<file path="config.mk">
export PLATFORM = sky130hd
export DESIGN_NAME = bnn_window_sched_flat
export DESIGN_NICKNAME = d
export VERILOG_FILES = /design/src/rtl/bnn_window_sched_if.sv /design/src/rtl/bnn_window_sched.sv /design/src/flat_wrapper.sv
export SDC_FILE = /design/constraint.sdc
export NUM_CORES = 1
export LEC_CHECK = 0
export ABC_AREA = 1
export CELL_PAD_IN_SITES_DETAIL_PLACEMENT = 1
export CELL_PAD_IN_SITES_GLOBAL_PLACEMENT = 1
export CORE_MARGIN = 3
export CORE_UTILIZATION = 31
export DETAILED_ROUTE_END_ITERATION = 7
export GPL_ROUTABILITY_DRIVEN = 0
export PLACE_DENSITY_LB_ADDON = 0.1
export REMOVE_ABC_BUFFERS = 1
export SLEW_MARGIN = 0
export SYNTH_ARGS = -nofsm -noshare
export SYNTH_HDL_FRONTEND = slang
export SYNTH_SLANG_ARGS = --single-unit
</file>
<file path="constraint.sdc">
create_clock -name clk -period 1.81 [get_ports clk]
set_input_delay 0.362 -clock clk [delete_from_list [all_inputs] [get_ports clk]]
set_output_delay 0.362 -clock clk [all_outputs]
set_load 0.01 [all_outputs]
</file>
<file path="src/rtl/bnn_window_sched_if.sv">
// Window-in / result-out stream bundle for the BNN window scheduler.
//   in_valid/in_ready/in_img          : 7x7 binary window offered by the fetch logic
//   out_valid/out_ready/out_sum/out_bit : thresholded result to the next layer
// master = window producer / result consumer, slave = scheduler.
interface bnn_window_sched_if #(
    parameter int unsigned WIN_BITS = 49,
    parameter int unsigned SUM_W    = 7
);
    logic                in_valid;
    logic                in_ready;
    logic [WIN_BITS-1:0] in_img;
    logic                out_valid;
    logic                out_ready;
    logic [SUM_W-1:0]    out_sum;
    logic                out_bit;

    modport master (
        output in_valid, in_img, out_ready,
        input  in_ready, out_valid, out_sum, out_bit
    );

    modport slave (
        input  in_valid, in_img, out_ready,
        output in_ready, out_valid, out_sum, out_bit
    );
endinterface

</file>
<file path="src/rtl/bnn_window_sched.sv">
// Scheduler for the binary XNOR/popcount row datapath. Latches one window,
// drives clear + ROWS accumulate steps, captures and thresholds the sum and
// holds the result on a valid/ready output.
//   clk, rst      : clock, asynchronous active-low reset
//   bus (slave)   : window input and result output streams
//   w_load/w_ready/w_data : weight kernel load (accepted only in IDLE)
//   thresh        : signed threshold, sampled in SETTLE
//   dp_clr/dp_step/dp_img/dp_w/dp_sum : datapath control and result
//   busy, win_cnt : activity flag and completed-output count
module bnn_window_sched #(
    parameter int unsigned WIN_BITS = 49,
    parameter int unsigned ROWS     = 7,
    parameter int unsigned SUM_W    = 7,
    parameter int unsigned CNT_W    = 16
) (
    input  logic                clk,
    input  logic                rst,
    bnn_window_sched_if.slave   bus,
    input  logic                w_load,
    output logic                w_ready,
    input  logic [WIN_BITS-1:0] w_data,
    input  logic [SUM_W-1:0]    thresh,
    output logic                dp_clr,
    output logic                dp_step,
    output logic [WIN_BITS-1:0] dp_img,
    output logic [WIN_BITS-1:0] dp_w,
    input  logic [SUM_W-1:0]    dp_sum,
    output logic                busy,
    output logic [CNT_W-1:0]    win_cnt
);
    localparam int unsigned    ROW_W    = (ROWS > 1) ? $clog2(ROWS) : 1;
    localparam logic [ROW_W-1:0] ROW_LAST = ROW_W'(ROWS - 1);

    typedef enum logic [2:0] {
        S_IDLE,
        S_CLEAR,
        S_ACCUM,
        S_SETTLE,
        S_OUT
    } state_t;

    state_t           state, state_nx;
    logic [ROW_W-1:0] row, row_nx;

    // State and row counter registers
    always_ff @(posedge clk or negedge rst) begin
        if (!rst) begin
            state <= S_IDLE;
            row   <= '0;
        end else begin
            state <= state_nx;
            row   <= row_nx;
        end
    end

    // Next-state logic
    always_comb begin
        state_nx = state;
        row_nx   = row;
        case (state)
            S_IDLE:   if (bus.in_valid) state_nx = S_CLEAR;
            S_CLEAR: begin
                state_nx = S_ACCUM;
                row_nx   = '0;
            end
            S_ACCUM: begin
                row_nx = row + ROW_W'(1);
                if (row == ROW_LAST) state_nx = S_SETTLE;
            end
            S_SETTLE: state_nx = S_OUT;
            S_OUT:    if (bus.out_ready) state_nx = S_IDLE;
            default:  state_nx = S_IDLE;
        endcase
    end

    // Control outputs registered from the next state so they align with it
    always_ff @(posedge clk or negedge rst) begin
        if (!rst) begin
            dp_clr        <= 1'b0;
            dp_step       <= 1'b0;
            bus.out_valid <= 1'b0;
            busy          <= 1'b0;
            bus.in_ready  <= 1'b1;
            w_ready       <= 1'b1;
        end else begin
            dp_clr        <= (state_nx == S_CLEAR);
            dp_step       <= (state_nx == S_ACCUM);
            bus.out_valid <= (state_nx == S_OUT);
            busy          <= (state_nx != S_IDLE);
            bus.in_ready  <= (state_nx == S_IDLE);
            w_ready       <= (state_nx == S_IDLE);
        end
    end

    // Window/weight latches, result capture and output counter
    always_ff @(posedge clk or negedge rst) begin
        if (!rst) begin
            dp_img      <= '0;
            dp_w        <= '0;
            bus.out_sum <= '0;
            bus.out_bit <= 1'b0;
            win_cnt     <= '0;
        end else begin
            if (state == S_IDLE && bus.in_valid) dp_img <= bus.in_img;
            if (state == S_IDLE && w_load)       dp_w   <= w_data;
            if (state == S_SETTLE) begin
                bus.out_sum <= dp_sum;
                bus.out_bit <= ($signed(dp_sum) >= $signed(thresh));
            end
            if (state == S_OUT && bus.out_ready) win_cnt <= win_cnt + CNT_W'(1);
        end
    end
endmodule

</file>
<file path="src/flat_wrapper.sv">
// flat-port wrapper written by rule: the top's interface ports become plain ports
module bnn_window_sched_flat 
#(
    parameter int unsigned WIN_BITS = 49,
    parameter int unsigned ROWS     = 7,
    parameter int unsigned SUM_W    = 7,
    parameter int unsigned CNT_W    = 16
)
  (clk, rst, w_load, w_ready, w_data, thresh, dp_clr, dp_step, dp_img, dp_w, dp_sum, busy, win_cnt, bus_in_valid, bus_in_img, bus_out_ready, bus_in_ready, bus_out_valid, bus_out_sum, bus_out_bit);
  bnn_window_sched_if #(.WIN_BITS(WIN_BITS), .SUM_W(SUM_W)) bus_i ();
  input  logic clk;
  input  logic rst;
  input  logic w_load;
  output logic w_ready;
  input  logic [WIN_BITS-1:0] w_data;
  input  logic [SUM_W-1:0] thresh;
  output logic dp_clr;
  output logic dp_step;
  output logic [WIN_BITS-1:0] dp_img;
  output logic [WIN_BITS-1:0] dp_w;
  input  logic [SUM_W-1:0] dp_sum;
  output logic busy;
  output logic [CNT_W-1:0] win_cnt;
  input wire logic [$bits(bus_i.in_valid)-1:0] bus_in_valid;
  input wire logic [$bits(bus_i.in_img)-1:0] bus_in_img;
  input wire logic [$bits(bus_i.out_ready)-1:0] bus_out_ready;
  output wire logic [$bits(bus_i.in_ready)-1:0] bus_in_ready;
  output wire logic [$bits(bus_i.out_valid)-1:0] bus_out_valid;
  output wire logic [$bits(bus_i.out_sum)-1:0] bus_out_sum;
  output wire logic [$bits(bus_i.out_bit)-1:0] bus_out_bit;
  assign bus_i.in_valid = bus_in_valid;
  assign bus_i.in_img = bus_in_img;
  assign bus_i.out_ready = bus_out_ready;
  assign bus_in_ready = bus_i.in_ready;
  assign bus_out_valid = bus_i.out_valid;
  assign bus_out_sum = bus_i.out_sum;
  assign bus_out_bit = bus_i.out_bit;
  bnn_window_sched #(.WIN_BITS(WIN_BITS), .ROWS(ROWS), .SUM_W(SUM_W), .CNT_W(CNT_W)) u_core (.clk(clk), .rst(rst), .bus(bus_i), .w_load(w_load), .w_ready(w_ready), .w_data(w_data), .thresh(thresh), .dp_clr(dp_clr), .dp_step(dp_step), .dp_img(dp_img), .dp_w(dp_w), .dp_sum(dp_sum), .busy(busy), .win_cnt(win_cnt));
endmodule
</file>
==> impl_metrics.yaml <==
worst_setup_path:
  end_kind: "primary output"
  cp.required_ps: 1450
  timing_worst_setup_path_type: "register to primary output"
  critical_path.top_delay_family: "buffers and inverters"
  start_kind: "register"
  r2r_slack_ps: 310
  critical_path_arrival_ps: 1400
  crit_fanout: 6
  cpPeakStageDelay_ps: 560
  startpoint: "u_core.win_cnt[12]"
  cp_slowest_cell: "clkdlybuf4s50_1"
  r2r-start: "u_core.win_cnt[2]"
  reg2reg_to: "u_core.win_cnt[11]"
  rr_worst_depth: 8
  cp.depth: 1
  path_cells: "clkdlybuf4s50_1"
  cp_num_buf_inv: 1
  worstSetupEndpoint: "win_cnt[12]"
power_and_ir_drop:
  switching_share: 0.3223
  intPower_uw: 10100
  p_switching_uw: 4805
  clock_power_share: 0.236
  power.total_uw: 14910
  irDropWorstVdd_uv: 657.2
  power_per_cell_area_mw_per_mm2: 1682
  p_leak_uw: 0.004112
  seqPwrFrac: 0.341
  share_comb_of_total_power: 0.423
global_route:
  grt_pass1_vias: 5100
  antenna_found_initial: 0
  grt_usage: 0.1755
  grt_pass1_wl_um: 27170
  grt_overflow: 0
  grt_max_degree: 52
route:
  drtIter0Drc: 148
  drtPass1Iterations: 4
  dr_total_vias: 4565
  ant_nets: 0
  drt-wirelength-per-cell_um: 16.34
  drt-total-wl_um: 16510
  viasPerCell: 4.520
  drc_errors: 0
job:
  cap_violations: 0
synthesis:
  ys_seq_elements: 133
  synthDistinctLibCells: 23
  syn_inst: 512
  syn_area_mm2: 0.005410
  ys_seq_area_frac: 0.6154
  yosysWarnings: 0
  syn_avg_cell_area_um2: 10.57
clock_tree:
  clockBufferDepth: 2
  clk_latency_ps: 410
  cts.sinks: 133
  postCtsSetupRepairBufs: 0
  cts_root_buf: "clkbuf_16"
  path_clk_slew_ps: 60
  htree_num_levels: 4
  cts_tree: "built"
  numCtsBuffers: 17
timing:
  slew_headroom: 0.6642
  min_period_ps: 1759
  rsz0062_at_grt: "no"
  tightestPinTransition_ps: 503.7
  fin_crit_sh: 0.9718
  max_freq_ghz: 0.5685
  finalSetupViolCount: 0
  hold-worst-slack_ps: 400.1
  hold_violations: 0
  finClkSkew_ps: 7.523
  slew_viol_final: 0
hold_path:
  hold_path.class: "input port to async pin"
final_layout:
  diodes: 0
  multi_input_comb_area_mm2: 0.001884
  drive_gt1_frac: 0.1494
  mostFrequentLayoutCells: "236 x clkdlybuf4s50_1, 205 x nand2_1, 127 x dfrtp_1"
  nets: 904
  mostFrequentLayoutCell: "clkdlybuf4s50_1"
  syn_to_final_growth_pct: 63.85
  fillers: 1844
  regArea_mm2: 0.003336
die:
  ios: 245
  coreArea_mm2: 0.01682
  initial_core_util: 0.3217
  rows: 47
  fp.dieW_um: 138.1
  dieArea_mm2: 0.01907
  dieHeight_um: 138.1
outcome:
  status: "finished, final reports clean"
placement:
  dp_hpwl_um: 12500
  io_buffer_count: 244
==> state kept, by name, summed over array words and instances, names as in the netlist <==
| name | cells |
|---|---|
| u_core.dp_step | 1 |
| u_core.win_cnt | 16 |
| u_core.dp_w | 49 |
| u_core.bus.out_valid | 1 |
| u_core.dp_clr | 1 |
| u_core.bus.out_sum | 7 |
| u_core.state | 3 |
| u_core.dp_img | 49 |
| u_core.busy | 1 |
| u_core.bus.in_ready | 1 |
| u_core.row | 3 |
| u_core.bus.out_bit | 1 |
==> worst min path at each step <==
stage / from / to / slack [ps] / cells past startpoint
4_1_cts: rst / u_core.dp_w[0] / 390 / 2
6_report: rst / u_core.dp_w[0] / 400 / 2
3_5_place_dp: rst / u_core.dp_w[0] / 260 / 1
5_1_grt: rst / u_core.dp_w[0] / 420 / 2
2_1_floorplan: rst / u_core.bus.out_bit / 70 / 0
3_3_place_gp: rst / u_core.dp_w[43] / 260 / 1
==> routing by layer <==
layer	share of wire	routed length, um	up-vias	global-route usage
li1	-	-	2162	-
met1	0.40	6618	2213	0.2015
met2	0.50	8181	170	0.2973
met3	0.085	1409	20	0.07355
met4	0.018	299	0	0.05824
met5	0	0	-	0
==> cell families after synthesis <==
family | count (synthesis) | share of synthesized area
muxes | 55 | 0.1145
buffers and inverters | 45 | 0.03723
DFF | 133 | 0.6154
xor gates and xnor gates | 9 | 0.01457
and+or+nand+nor | 246 | 0.1818
adders and majority gates | 10 | 0.02313
AOI/OAI and AO/OA | 14 | 0.01341
==> worst reg2reg max path, stage by stage, from the launching register on <==
cell	delay [ps]
dfrtp_1	410
nand3_1	140
nor2_1	320
inv_1	70
nor3_1	140
buf_4	160
nand2_1	50
nand2_1	50
nand2_1	40
==> cell usage after synthesis, drive strengths merged <==
| master | count | area, um^2 |
|---|---|---|
| nand4 | 4 | 25.02 |
| nand3b | 2 | 15.01 |
| o31ai | 1 | 7.510 |
| nand2 | 205 | 769.5 |
| a21oi | 3 | 15.01 |
| xor2 | 4 | 35.03 |
| nor2 | 21 | 93.84 |
| mux2 | 55 | 619.3 |
| buf | 14 | 85.08 |
| o21ai | 10 | 50.05 |
| ha | 10 | 125.1 |
| nor3 | 4 | 20.02 |
| clkbuf | 3 | 11.26 |
| dfrtp | 132 | 3303 |
| xnor2 | 5 | 43.79 |
| nand3 | 10 | 60.06 |
| inv | 28 | 105.1 |
| dfstp | 1 | 26.28 |
==> timing repair <==
action | CTS | global route
setup endpoints to repair | 9 | 3
hold buffers | 1 | 0
cloned | 0 | 0
hold endpoints to repair | 24 | 0
gates resized for setup | 9 | 3
==> through the flow <==
step	TNS [ps]	instances	util	setup slack [ps]	cell area (um^2)
global route	0	1010	0.5271	5.757	8865
finish	0	1010	0.5271	50.98	8865
global placement	0	977	0.4904	27.31	8248
CTS	0	1010	0.5268	6.122	8860
floorplan	-55740	495	-	-1015	5314
detailed placement	0	977	0.4904	11.44	8248
==> cell type report <==
cell class,count,share of cell area
flip-flops and latches,133,0.3763
repair buffers,263,0.2999
multi-input cells,334,0.2126
clock buffers,17,0.04799
well taps,220,0.03105
clock inverters,15,0.02032
inverters,28,0.01186
==> power by group through the flow <==
stage / sequential, uW / clock [uW] / combinational [uW]
finish: 5090 / 3510 / 6310
global route: 5270 / 3760 / 6860
CTS: 5120 / 3620 / 6450
detailed placement: 5140 / 0 / 6430
global placement: 5060 / 0 / 6270
floorplan: 5660 / 0 / 2010
Note: power is estimated with default switching activity, not from simulation.
